## config.mk

```make
export PLATFORM = sky130hd
export DESIGN_NAME = mux2_rr_arbiter_flat
export DESIGN_NICKNAME = d
export VERILOG_FILES = /design/src/rtl/mux2_rr_arbiter_if.sv /design/src/rtl/mux2_rr_arbiter.sv /design/src/flat_wrapper.sv
export SDC_FILE = /design/constraint.sdc
export NUM_CORES = 1
export LEC_CHECK = 0
export CAP_MARGIN = 20
export CORE_UTILIZATION = 45
export DETAILED_ROUTE_END_ITERATION = 10
export PLACE_DENSITY = 0.79
export SYNTH_ARGS = -nofsm -noshare
export SYNTH_HDL_FRONTEND = slang
export SYNTH_SLANG_ARGS = --single-unit
```

## constraint.sdc

```tcl
create_clock -name clk -period 2.5 [get_ports clk]
set_clock_uncertainty 0.15 [all_clocks]
set_input_delay 0.25 -clock clk [delete_from_list [all_inputs] [get_ports clk]]
set_output_delay 0.25 -clock clk [all_outputs]
set_load 0.01 [all_outputs]
```

## src/rtl/mux2_rr_arbiter_if.sv

```systemverilog
// Handshake bundle for the two-source round-robin arbiter.
// Carries both valid/ready sources, the mux select and the registered
// output beat.
//   master : the side that drives the sources and the downstream ready
//   slave  : the arbiter itself
interface mux2_rr_arbiter_if #(
  parameter int WIDTH = 8
);
  logic             vld0;
  logic [WIDTH-1:0] dat0;
  logic             rdy0;
  logic             vld1;
  logic [WIDTH-1:0] dat1;
  logic             rdy1;
  logic             sel;
  logic             out_vld;
  logic [WIDTH-1:0] out_dat;
  logic             out_rdy;

  modport master (
    output vld0, dat0, vld1, dat1, out_rdy,
    input  rdy0, rdy1, sel, out_vld, out_dat
  );

  modport slave (
    input  vld0, dat0, vld1, dat1, out_rdy,
    output rdy0, rdy1, sel, out_vld, out_dat
  );
endinterface

```

## src/rtl/mux2_rr_arbiter.sv

```systemverilog
// Two-channel round-robin arbiter feeding a 2:1 select mux, with a single
// registered output stage. A per-grant burst counter hands the grant over
// after MAX_BURST accepted beats whenever the other source is waiting.
// Ports:
//   clk   : clock, rising edge
//   rst_n : asynchronous active-low reset
//   bus   : slave side of mux2_rr_arbiter_if (vld0/dat0/rdy0, vld1/dat1/rdy1,
//           sel, out_vld/out_dat/out_rdy). Interface WIDTH must match WIDTH.
module mux2_rr_arbiter #(
  parameter int WIDTH     = 8,
  parameter int MAX_BURST = 4
) (
  input  logic             clk,
  input  logic             rst_n,
  mux2_rr_arbiter_if.slave bus
);

  localparam int CNT_W = $clog2(MAX_BURST + 1);
  localparam logic [CNT_W-1:0] CNT_LAST = CNT_W'(MAX_BURST - 1);

  typedef enum logic [1:0] {
    IDLE   = 2'd0,
    GRANT0 = 2'd1,
    GRANT1 = 2'd2
  } state_t;

  state_t           state;
  logic [CNT_W-1:0] cnt;
  logic             last;
  logic             sel_q;
  logic             out_vld_q;
  logic [WIDTH-1:0] out_dat_q;

  logic   space;
  logic   rdy0;
  logic   rdy1;
  logic   acc0;
  logic   acc1;
  logic   cur_id;
  logic   cur_vld;
  logic   oth_vld;
  logic   cur_acc;
  state_t other_grant;

  // The output register can take a new beat if it is empty or being drained
  // this cycle, so a held grant streams one beat per cycle.
  always_comb begin
    space       = !out_vld_q || bus.out_rdy;
    rdy0        = (state == GRANT0) && space;
    rdy1        = (state == GRANT1) && space;
    acc0        = bus.vld0 && rdy0;
    acc1        = bus.vld1 && rdy1;
    cur_id      = (state == GRANT1);
    cur_vld     = cur_id ? bus.vld1 : bus.vld0;
    oth_vld     = cur_id ? bus.vld0 : bus.vld1;
    cur_acc     = acc0 || acc1;
    other_grant = cur_id ? GRANT0 : GRANT1;
  end

  always_ff @(posedge clk or negedge rst_n) begin
    if (!rst_n) begin
      state     <= IDLE;
      cnt       <= '0;
      last      <= 1'b1;
      sel_q     <= 1'b0;
      out_vld_q <= 1'b0;
      out_dat_q <= '0;
    end else begin
      // Output stage: load on accept, drain when downstream takes it,
      // otherwise hold beat and data.
      if (acc0) begin
        out_vld_q <= 1'b1;
        out_dat_q <= bus.dat0;
      end else if (acc1) begin
        out_vld_q <= 1'b1;
        out_dat_q <= bus.dat1;
      end else if (bus.out_rdy) begin
        out_vld_q <= 1'b0;
      end

      case (state)
        IDLE: begin
          // On a tie the source that did not hold the last grant wins;
          // last resets to 1 so source 0 wins the first tie.
          if (bus.vld0 && (!bus.vld1 || last)) begin
            state <= GRANT0;
            sel_q <= 1'b0;
          end else if (bus.vld1) begin
            state <= GRANT1;
            sel_q <= 1'b1;
          end
        end

        GRANT0, GRANT1: begin
          if (cur_acc && (cnt == CNT_LAST)) begin
            // Burst limit reached: hand over if the other side waits,
            // otherwise keep the grant and start a fresh burst.
            cnt <= '0;
            if (oth_vld) begin
              state <= other_grant;
              sel_q <= !cur_id;
              last  <= cur_id;
            end
          end else if (!cur_vld) begin
            // Holder released its request.
            cnt  <= '0;
            last <= cur_id;
            if (oth_vld) begin
              state <= other_grant;
              sel_q <= !cur_id;
            end else begin
              state <= IDLE;
              sel_q <= 1'b0;
            end
          end else if (cur_acc) begin
            cnt <= cnt + 1'b1;
          end
        end

        default: begin
          state <= IDLE;
          sel_q <= 1'b0;
          cnt   <= '0;
        end
      endcase
    end
  end

  assign bus.rdy0    = rdy0;
  assign bus.rdy1    = rdy1;
  assign bus.sel     = sel_q;
  assign bus.out_vld = out_vld_q;
  assign bus.out_dat = out_dat_q;

endmodule
```

## src/flat_wrapper.sv

```systemverilog
// flat-port wrapper written by rule: the top's interface ports become plain ports
module mux2_rr_arbiter_flat 
#(
  parameter int WIDTH     = 8,
  parameter int MAX_BURST = 4
)
  (clk, rst_n, bus_vld0, bus_dat0, bus_vld1, bus_dat1, bus_out_rdy, bus_rdy0, bus_rdy1, bus_sel, bus_out_vld, bus_out_dat);
  mux2_rr_arbiter_if #(.WIDTH(WIDTH)) bus_i ();
  input  logic clk;
  input  logic rst_n;
  input wire logic [$bits(bus_i.vld0)-1:0] bus_vld0;
  input wire logic [$bits(bus_i.dat0)-1:0] bus_dat0;
  input wire logic [$bits(bus_i.vld1)-1:0] bus_vld1;
  input wire logic [$bits(bus_i.dat1)-1:0] bus_dat1;
  input wire logic [$bits(bus_i.out_rdy)-1:0] bus_out_rdy;
  output wire logic [$bits(bus_i.rdy0)-1:0] bus_rdy0;
  output wire logic [$bits(bus_i.rdy1)-1:0] bus_rdy1;
  output wire logic [$bits(bus_i.sel)-1:0] bus_sel;
  output wire logic [$bits(bus_i.out_vld)-1:0] bus_out_vld;
  output wire logic [$bits(bus_i.out_dat)-1:0] bus_out_dat;
  assign bus_i.vld0 = bus_vld0;
  assign bus_i.dat0 = bus_dat0;
  assign bus_i.vld1 = bus_vld1;
  assign bus_i.dat1 = bus_dat1;
  assign bus_i.out_rdy = bus_out_rdy;
  assign bus_rdy0 = bus_i.rdy0;
  assign bus_rdy1 = bus_i.rdy1;
  assign bus_sel = bus_i.sel;
  assign bus_out_vld = bus_i.out_vld;
  assign bus_out_dat = bus_i.out_dat;
  mux2_rr_arbiter #(.WIDTH(WIDTH), .MAX_BURST(MAX_BURST)) u_core (.clk(clk), .rst_n(rst_n), .bus(bus_i));
endmodule
```

; ---- Word-level counts from Yosys, hierarchy flattened
; Cells that the tools add are included.
[classes]
addsub = 1
eq_ne = 9
mux = 29
bitwise_logic = 1
reduce_logical = 19
[ops]
columns = cell, n
row1 = $mux W8, 2
row2 = $mux W1, 14
row3 = $mux W2, 7
row4 = $mux W3, 3
row5 = $logic_and A1 B1 Y1, 6
row6 = $ne A3 B2 Y1 const B, 2
row7 = $pmux W3 S2, 1
row8 = $reduce_and A3 Y1, 2
row9 = $ne A4 B4 Y1 const B, 1
row10 = $pmux W2 S2, 1
row11 = $add A3 B1 Y3 const B, 1
row12 = $eq A3 B2 Y1 const B, 1
row13 = $logic_not A1 Y1, 3
row14 = $logic_or A1 B1 Y1, 3
row15 = $ne A3 B3 Y1 const B, 1
row16 = $reduce_bool A3 Y1, 1
row17 = $eq A2 B1 Y1 const B, 1
row18 = $eq A2 B2 Y1 const B, 1
row19 = $logic_not A2 Y1, 1
row20 = $ne A2 B1 Y1 const B, 1
row21 = $ne A2 B2 Y1 const B, 1
row22 = $pmux W1 S2, 1
row23 = $reduce_and A2 Y1, 1
row24 = $reduce_bool A2 Y1, 1
row25 = 2 further kinds, 2
[word_totals]
ff_bits = 16
input_bits = 21
out_inout_bits = 12
elab_cells = 65

; ---- Longest topological paths before layout
; Gate-level depths: netlist of the first run.
[depth]
ltp_word = 9
mapped_depth = 8
depth_no_buf = 6

; ---- Least setup slack after synthesis of the first run
; Ideal clock, no wire load.
[synth_path]
path_type = reg-to-reg
from = register u_core.state[1]
to = register u_core.state[1]
arrival_time_ps = 1853
required_ps = 2222
path_slack_ps = 370
stages_incl_launch_ff = 7
n_path_buf = 1
period_less_slack_ps = 2130
path_cell_list = dfrtp_1 > ha_1 > buf_6 > a22o_4 > and3_4 > a311o_1 > mux2_1
[synth_between]
elab_chain_len = 7
word_cells_on_any_way = 22
classes_between = eq/ne: 5 / mux: 8 / reduce/logical: 9
[synth_lines]
columns = item, line_no
row1 = "start, declared", mux2_rr_arbiter.sv:27  ; state_t state;
row2 = "start signal, assigned", mux2_rr_arbiter.sv:100  ; state <= other_grant;
row3 = "start signal, assigned", mux2_rr_arbiter.sv:109  ; state <= other_grant;
row4 = $eq A2 B2 Y1 (*), mux2_rr_arbiter.sv:53  ; cur_id = (state == GRANT1);
row5 = via u_core.cur_id, mux2_rr_arbiter.sv:39  ; logic cur_id;
row6 = branches (longest 6 deep; another with $mux W2), --
; Mark *: on every way through the listed nets, which the timed path passes. The select of a mux whose other input is x is not followed.
; A chain may end at the register's enable or synchronous reset.

; ---- Worst setup path in the final report of the first run
[layout_path]
from = register u_core.state[0]
to = register u_core.state[1]
; Same word-level chain as after synthesis.

==> results of run 1 <==
-- critical path, delay by kind of cell (launching register included) --
kind,cells,cell delay [ps]
mux,2,690
compound gates,2,460
flops,1,420
fa+ha+maj,1,370
buf+inv,1,90
-- synthesized netlist by cell type, drive strengths merged --
cell,n
dfrtp,14
mux2i,11
nand2,11
o21ai,10
ha,6
buf,4
inv,4
a31oi,3
mux2,3
or2b,3
a21oi,2
a22oi,2
a311o,2
and2,2
nand3,2
nor2b,2
a211oi,1
a22o,1
a311oi,1
a32oi,1
and2b,1
and3,1
clkbuf,1
dfstp,1
nand4,1
nand4b,1
nor2,1
nor3,1
nor4,1
o22ai,1
o31ai,1
-- flip-flops by register name, summed over array words and instances (netlist names) --
signal,cells
u_core.bus.out_dat,8
u_core.bus.out_vld,1
u_core.state,2
u_core.cnt,3
u_core.last,1
-- layout make-up --
cell class              count  area share, %
clock buffers               4           1.97
inverters                   4           1.12
multi-input cells          72           41.0
flip-flops and latches     15           28.2
well taps                  27           2.53
repair buffers             34           25.1
-- through the flow --
step	cells	area (um2)
2_1_floorplan	96	985
3_3_place_gp	152	1310
6_report	156	1340
4_1_cts	156	1340
5_1_grt	156	1340
3_5_place_dp	152	1310
-- logic make-up (layout without fill, tap and decap cells) --
family | after synthesis | in the layout | synth area share, %
adders and majority gates | 6 | 6 | 7.62
and+or+nand+nor | 27 | 27 | 16.0
buffers and inverters | 9 | 42 | 6.10
AOI/OAI and AO/OA | 25 | 25 | 17.4
DFF | 15 | 15 | 38.2
muxes | 14 | 14 | 14.6
-- report_power, final --
group          switching [mW]  internal (mW)
sequential             0.0694          0.349
combinational           0.398          0.426
clock                  0.0697         0.0617
total                   0.537          0.837
-- routing by layer --
layer  track usage [%]  wire length (um)  up-vias
li1                  -                 -      416
met3              5.92               163        4
met2              32.9               969       37
met5                 0                 0        -
met4              7.35                29        0
met1              25.5               847      382
-- worst max path at each step --
| stage | start | slack, ps | end | depth (start not counted) |
|---|---|---|---|---|
| 3_5_place_dp | bus_vld1 | 230 | u_core.state[1] | 5 |
| 3_3_place_gp | bus_vld1 | 290 | u_core.state[1] | 5 |
| 4_1_cts | u_core.state[0] | 220 | bus_rdy1 | 4 |
| 6_report | u_core.state[0] | 200 | u_core.state[1] | 6 |
| 5_1_grt | u_core.state[0] | 80 | u_core.state[1] | 6 |
| 2_1_floorplan | u_core.state[1] | 370 | u_core.state[1] | 6 |
==> results.sh, run 1 <==
export IMPL_tns_ps=0
export IMPL_htreeDepth=1
export IMPL_seqCellArea_um2=377
export IMPL_multi_input_area_um2=548
export IMPL_worstMarginPinSlew_ps=661
export IMPL_postCtsSetupRepairBufs=0
export IMPL_syn_area_per_cell_um2=10.3
export IMPL_cts_resized_gates=0
export IMPL_synthesis_area_um2=985
export IMPL_cp_arrival_ps=2300
export IMPL_period_share_pct=91.9
export IMPL_grt_use_total_pct=20.2
export IMPL_vias_per_cell=5.38
export IMPL_io_pins=33
export IMPL_cpPeakStageDelay_ps=420
export IMPL_cts_hold_buf=0
export IMPL_antenna_found_initial=0
export IMPL_cts_tree="built"
export IMPL_synth_fp_nets=123
export IMPL_syn_inst=96
export IMPL_hold_viol=0
export IMPL_yosysTopAreaCell="dfrtp_1"
export IMPL_dp_hpwl_mm=1.61
export IMPL_dieWidth_um=48.8
export IMPL_drt_pass1_iter_count=4
export IMPL_power_leakage_nw=0.609
export IMPL_ys_top_cells_by_area="dfrtp_1, mux2i_1, ha_1, o21ai_0, nand2_1"
export IMPL_synth_distinct_cells=37
export IMPL_status="finished, final reports clean"
export IMPL_crit_type="flip-flop to flip-flop"
export IMPL_rsz0062_at_grt="false"
export IMPL_layout_min_cycle_time_ps=2300
export IMPL_worst_r2r_setup_slack_ps=200
export IMPL_holdWs_ps=225
export IMPL_r2r_cells=6
export IMPL_syn2layout_area_growth_pct=35.6
export IMPL_layout_commonest_cell="clkdlybuf4s50_1"
export IMPL_ys_seq_area_share_pct=38.2
export IMPL_vias=839
export IMPL_post_drt_wl_per_cell_um=12.9
export IMPL_slowest_stage="dfrtp_1"
export IMPL_min_delay_path_class="input pin to async pin"
export IMPL_root_buffer="clkbuf_4"
export IMPL_r2r_start="u_core.state[0]"
export IMPL_postSynthRegisterBits=15
export IMPL_postRouteAntennaNets=0
export IMPL_dieHeight_um=48.8
export IMPL_drv_slew=0
export IMPL_powerDensity_nw_per_um2=1030
export IMPL_dieArea_um2=2380
export IMPL_power_mw=1.37
export IMPL_reg2reg_to="u_core.state[1]"
export IMPL_ys_warn_count=0
export IMPL_layout_drive_gt1_share_pct=11.6
export IMPL_cap_violations=0
export IMPL_fill_cells=166
export IMPL_core_area_um2=2000
export IMPL_grt_pass1_wl_mm=3.73
export IMPL_worst_slack_ps=203
export IMPL_clkSlewWorstSetupHoldPaths_ps=90
export IMPL_rows=16
export IMPL_io_buffer_count=32
export IMPL_grt_overflow=0
export IMPL_clock_tree_buffer_depth=2
export IMPL_crit_fanout=9
export IMPL_grt_pass1_vias=845
export IMPL_cp_cell_sequence="inv_1 -> ha_1 -> mux2i_1 -> a311oi_1 -> a311o_1 -> mux2_1"
export IMPL_setup_viol=0
export IMPL_nNetsFinal=157
export IMPL_peakVddDrop_v=0.000517
export IMPL_crit_path_end_kind="flip-flop"
export IMPL_num_antenna_cells=0
export IMPL_drt_iter0_markers=25
export IMPL_clock_sinks=15
export IMPL_start_util_pct=49.2
export IMPL_final_cell_mix="clkdlybuf4s50_1, dfrtp_1, mux2i_1, nand2_1, o21ai_0"
export IMPL_drt_wl_total_mm=2.01
export IMPL_fmax_mhz=435
export IMPL_cts_buffers=3
export IMPL_place_ws_ps=232
export IMPL_yosys_area_top_type_share_pct=35.6
export IMPL_globalplace_congestion=0.999
export IMPL_grt_max_degree=17
export IMPL_maxSlewHeadroom_pct=55.8
export IMPL_cp_start_kind="flip-flop"
export IMPL_clkLatencyLatePin_ps=270
export IMPL_fin_util_pct=66.7
export IMPL_critical_path_required_ps=2500
export IMPL_drc=0
No activity file was read; power rests on OpenSTA's default activity.
==> run 2: changes to the inputs <==
Settings changed: CORE_ASPECT_RATIO set to 1.2, CORE_MARGIN set to 2.
==> run 2 against run 1 <==
Global-route usage is 1.4 points lower; register-to-register slack improved by 70 ps; sequential share of layout area down 0.24 points; sequential power about the same; critical path type is now flip-flop to output port; largest power group unchanged; highest routed layer unchanged.
==> results.sh, run 2 (same netlist as run 1, synthesis figures left out) <==
export IMPL_placed_cells=156
export IMPL_swShare_pct=39.3
export IMPL_period_share_pct=92.8
export IMPL_clockPowerShare_pct=10.3
export IMPL_clkLatencyLatePin_ps=280
export IMPL_io_pins=33
export IMPL_globalplace_congestion=0.882
export IMPL_worst_slack_ps=179
export IMPL_min_delay_path_class="input pin to async pin"
export IMPL_seq_power_share_pct=30.1
export IMPL_place_ws_ps=278
export IMPL_post_drt_wl_per_cell_um=12.7
export IMPL_holdWs_ps=216
export IMPL_fmax_mhz=431
export IMPL_worstMarginPinSlew_ps=670
export IMPL_dieArea_um2=2580
export IMPL_fill_cells=189
export IMPL_dieHeight_um=55.2
export IMPL_peakVddDrop_v=0.000481
export IMPL_htreeDepth=1
export IMPL_root_buffer="clkbuf_4"
export IMPL_postRouteAntennaNets=0
export IMPL_cts_hold_buf=0
export IMPL_powerDensity_nw_per_um2=1030
export IMPL_crit_path_end_kind="output port"
export IMPL_intPower_uw=839
export IMPL_grt_max_degree=17
export IMPL_clock_tree_buffer_depth=2
export IMPL_status="finished, final reports clean"
export IMPL_drc=0
export IMPL_cts_tree="built"
export IMPL_dieWidth_um=46.7
export IMPL_grt_pass1_vias=867
export IMPL_crit_fanout=9
export IMPL_antenna_found_initial=0
export IMPL_cts_buffers=3
export IMPL_rsz0062_at_grt="false"
export IMPL_layout_drive_gt1_share_pct=12.3
export IMPL_cts_resized_gates=0
export IMPL_setup_viol=0
export IMPL_grt_pass1_wl_mm=3.59
export IMPL_crit_type="flip-flop to output port"
export IMPL_final_cells=160
export IMPL_largest_register_ffs=8
export IMPL_nNetsFinal=158
export IMPL_seqCellArea_um2=377
export IMPL_clock_sinks=15
export IMPL_cp_arrival_ps=1920
export IMPL_dp_hpwl_mm=1.67
export IMPL_reg2reg_to="u_core.state[1]"
export IMPL_maxSlewHeadroom_pct=55.2
export IMPL_critical_path_required_ps=2100
export IMPL_cp_startpoint="u_core.state[0]"
export IMPL_worst_r2r_setup_slack_ps=270
export IMPL_multi_input_area_um2=548
export IMPL_tns_ps=0
export IMPL_core_area_um2=2070
export IMPL_p_sw_uw=543
export IMPL_layout_min_cycle_time_ps=2320
export IMPL_hold_viol=0
export IMPL_vias_per_cell=5.31
export IMPL_postCtsSetupRepairBufs=0
export IMPL_cp_start_kind="flip-flop"
export IMPL_drv_slew=0
export IMPL_final_cell_mix="clkdlybuf4s50_1, dfrtp_1, mux2i_1, nand2_1, o21ai_0"
export IMPL_grt_use_total_pct=18.8
export IMPL_num_antenna_cells=0
export IMPL_cap_violations=0
export IMPL_power_leakage_nw=0.614
export IMPL_pwr_share_comb_pct=59.6
export IMPL_vias=849
export IMPL_io_buffer_count=32
export IMPL_drt_iter0_markers=8
export IMPL_start_util_pct=47.5
export IMPL_syn2layout_area_growth_pct=36.7
export IMPL_drt_pass1_iter_count=4
export IMPL_grt_overflow=0
export IMPL_r2r_cells=6
export IMPL_power_mw=1.38
export IMPL_rows=18
export IMPL_clkSlewWorstSetupHoldPaths_ps=90
export IMPL_drt_wl_total_mm=2.04
export IMPL_layout_commonest_cell="clkdlybuf4s50_1"
export IMPL_r2r_start="u_core.state[0]"
[run 2: cell count changes in the layout (fill, tap and decap cells not counted), sizes merged]
| cell | change |
|---|---|
| buf | +1 |
[run 2: final cells by class]
| class | instances | share of cell area (%) |
|---|---|---|
| multi-input cells | 72 | 40.7 |
| flip-flops and latches | 15 | 28.0 |
| repair buffers | 35 | 25.5 |
| well taps | 30 | 2.79 |
| clock buffers | 4 | 1.95 |
| inverters | 4 | 1.12 |
[run 2: power by group through the flow]
stage	Sequential [mW]	Clock, mW	Combinational (mW)
3_5_place_dp	0.420	0	0.829
3_3_place_gp	0.417	0	0.805
2_1_floorplan	0.450	0	0.494
6_report	0.416	0.142	0.824
5_1_grt	0.433	0.160	0.907
4_1_cts	0.417	0.145	0.830
[run 2: critical path: stages, from the launching register on]
cell and delay, ps:
dfrtp_1 420, inv_1 100, ha_1 380, and2_2 210, clkdlybuf4s50_1 520
[run 2: how the worst max path moves through the flow]
stage                                 end  slack (ps)
after floorplan           u_core.state[1]         370
after global placement    u_core.state[0]         330
after detailed placement  u_core.state[1]         280
after CTS                        bus_rdy1         170
after global routing             bus_rdy1          80
final                            bus_rdy1         180
[run 2: stage by stage]
step	instance area, um2	util (%)
global placement	1320	63.7
global route	1350	65.0
finish	1350	65.0
CTS	1350	65.0
floorplan	985	-
detailed placement	1320	63.7
[run 2: layer usage]
| layer | global-route usage [%] | part of all wire [%] | vias up |
|---|---|---|---|
| met5 | 0 | 0 | - |
| met1 | 23.0 | 41 | 391 |
| met4 | 11.1 | 1.7 | 0 |
| met3 | 4.90 | 8.1 | 4 |
| li1 | - | - | 420 |
| met2 | 28.8 | 50 | 34 |
==> run 3: changes to the inputs <==
Settings changed: ABC_AREA set to 1, CORE_UTILIZATION 45 to 44, PLACE_DENSITY 0.79 to 0.78.
==> run 3 against run 2 <==
Via count increased by 5.8%; critical path depth increased by 1; first-iteration DRC count increased to 3.1 times the previous value; design area down 1.6%; clock power shrank 6%; hold slack improved by 15 ps; flip-flop and latch count unchanged; register-to-register slack better by 370 ps; clock-buffer cell count fell by 1; final cell count up 14%; power shrank 4.7%; critical endpoint unchanged.
==> results.sh, run 3 <==
export IMPL_final_cell_mix="clkdlybuf4s50_1, nand2_1, dfrtp_1"
export IMPL_syn_area_per_cell_um2=8.10
export IMPL_min_delay_path_class="input pin to async pin"
export IMPL_clock_sinks=15
export IMPL_finalInstanceArea_um2=1330
export IMPL_clkLatencyLatePin_ps=270
export IMPL_path_common_cell="inv_1"
export IMPL_power_leakage_nw=0.603
export IMPL_clkSlewWorstSetupHoldPaths_ps=90
export IMPL_synthArstFlopShare_pct=100
export IMPL_critical_path_required_ps=2100
export IMPL_postSynthRegisterBits=15
export IMPL_vias_per_cell=4.91
export IMPL_globalplace_congestion=0.810
export IMPL_synth_top_flop_cell="dfrtp_1"
export IMPL_crit_path_end_kind="output port"
export IMPL_dp_hpwl_mm=1.67
export IMPL_r2r_start="u_core.state[0]"
export IMPL_synthesis_area_um2=947
export IMPL_placed_cells=179
export IMPL_drc=0
export IMPL_largest_register_ffs=8
export IMPL_nNetsFinal=181
export IMPL_synth_most_common_cell="nand2_1"
export IMPL_ys_seq_area_share_pct=39.8
export IMPL_vias=898
export IMPL_fin_util_pct=64.7
export IMPL_slowest_stage="clkdlybuf4s50_1"
export IMPL_cts_tree="built"
export IMPL_ys_top_cells_by_area="dfrtp_1, nand2_1, ha_1, nand3_1, a31oi_1"
export IMPL_syn_inst=117
export IMPL_final_cells=183
export IMPL_grt_max_degree=17
export IMPL_rows=18
export IMPL_maxSlewHeadroom_pct=54.6
export IMPL_grt_pass1_vias=811
export IMPL_worstMarginPinSlew_ps=679
export IMPL_fill_cells=180
export IMPL_synth_commonest_cells="nand2_1, dfrtp_1, inv_1"
export IMPL_peakVddDrop_v=0.000708
export IMPL_p_sw_uw=535
export IMPL_setup_viol=0
export IMPL_swShare_pct=40.7
export IMPL_tns_ps=0
export IMPL_powerDensity_nw_per_um2=994
export IMPL_pwr_share_comb_pct=58.3
export IMPL_crit_type="flip-flop to output port"
export IMPL_cpPeakStageDelay_ps=550
export IMPL_dpl_cell_area_um2=1300
export IMPL_drv_slew=0
export IMPL_rsz0062_at_grt="false"
export IMPL_cap_violations=0
export IMPL_yosys_area_top_type_share_pct=37.0
export IMPL_layout_drive_gt1_share_pct=13.1
export IMPL_drt_pass1_iter_count=4
export IMPL_crit_fanout=8
export IMPL_multi_input_area_um2=485
export IMPL_io_buffer_count=32
export IMPL_layout_commonest_cell="clkdlybuf4s50_1"
export IMPL_layout_min_cycle_time_ps=2330
export IMPL_ys_warn_count=0
export IMPL_yosysTopAreaCell="dfrtp_1"
export IMPL_synth_fp_nets=144
export IMPL_grt_overflow=0
export IMPL_syn2layout_area_growth_pct=39.9
export IMPL_core_area_um2=2050
export IMPL_cts_buffers=3
export IMPL_drt_wl_total_mm=2.12
export IMPL_grt_use_total_pct=19.0
export IMPL_synth_edf_count=0
export IMPL_dieArea_um2=2540
export IMPL_cp_arrival_ps=1930
export IMPL_grt_pass1_wl_mm=3.42
export IMPL_clock_tree_buffer_depth=2
export IMPL_synth_distinct_cells=23
export IMPL_seqCellArea_um2=377
export IMPL_clockPowerShare_pct=10.2
export IMPL_seq_power_share_pct=31.5
export IMPL_status="finished, final reports clean"
export IMPL_worst_r2r_setup_slack_ps=640
export IMPL_start_util_pct=46.2
export IMPL_post_drt_wl_per_cell_um=11.6
export IMPL_cts_resized_gates=0
export IMPL_antenna_found_initial=0
export IMPL_cp_start_kind="flip-flop"
export IMPL_postRouteAntennaNets=0
export IMPL_dieWidth_um=46.4
export IMPL_fmax_mhz=430
export IMPL_num_antenna_cells=0
export IMPL_period_share_pct=93.0
export IMPL_cp_cell_sequence="inv_1 -> ha_1 -> inv_1 -> a21oi_1 -> clkdlybuf4s50_1"
export IMPL_io_pins=33
export IMPL_root_buffer="clkbuf_4"
export IMPL_postCtsSetupRepairBufs=0
export IMPL_intPower_uw=781
export IMPL_drt_iter0_markers=25
export IMPL_cp_startpoint="u_core.state[0]"
export IMPL_htreeDepth=1
export IMPL_cts_hold_buf=0
export IMPL_hold_viol=0
export IMPL_dieHeight_um=54.8
[run 3: cell types whose count changed after synthesis, moves of 3 or more]
cell	before	now
inv_1	4	12
nand2_1	11	31
nor2_1	1	9
a31oi_1	3	8
o21ai_1	0	3
nand3_1	1	11
o21ai_0	10	5
mux2i_1	11	0
[run 3: path summary, 6_finish.rpt]
path	cells past startpoint	endpoint
worst min register to register	2	u_core.cnt[2]
worst max-delay path	5	bus_rdy1
worst min-delay path	1	u_core.cnt[1]
worst max register to register	10	u_core.state[1]
min in group clk	2	u_core.cnt[2]
max in group asynchronous	1	u_core.bus.out_dat[5]
[run 3: area by class of cell]
cell class | instances | area share, %
clock buffer | 3 | 1.70
clock inverter | 1 | 0.378
inverter | 14 | 4.15
multi-input combinational | 85 | 36.6
sequential | 15 | 28.4
tap | 30 | 2.83
timing repair buffer | 35 | 25.9
[run 3: kinds of logic after synthesis]
group / after synthesis / share of synthesized area (%)
AOI/OAI and AO/OA: 20 / 13.9
adders and majority gates: 6 / 7.93
buffers and inverters: 17 / 8.98
DFF: 15 / 39.8
and+or+nand+nor: 59 / 29.5
[run 3: through the flow]
stage	setup WS [ps]	hold slack (ps)	total power, mW
2_1_floorplan	819	-196	0.889
3_3_place_gp	533	322	1.16
3_5_place_dp	499	328	1.19
4_1_cts	176	243	1.33
5_1_grt	86.4	255	1.44
6_report	174	232	1.32
[run 3: critical path: cells and delay by family (launching register included)]
kind | cells | cell delay, ps
buf+inv | 3 | 740
compound gates | 1 | 130
fa+ha+maj | 1 | 350
flops | 1 | 430
[run 3: power groups by stage]
stage	registers (mW)	clock network [mW]	logic [mW]
after floorplan	0.454	0	0.435
after global placement	0.417	0	0.747
after detailed placement	0.423	0	0.765
after CTS	0.418	0.142	0.767
after global routing	0.428	0.154	0.854
final	0.415	0.134	0.768
[run 3: per-layer routing]
layer | global-route usage (%) | share of wire [%]
met3 | 3.30 | 6.7
met2 | 32.9 | 47
met5 | 0 | 0
met4 | 9.52 | 0.75
met1 | 22.0 | 46
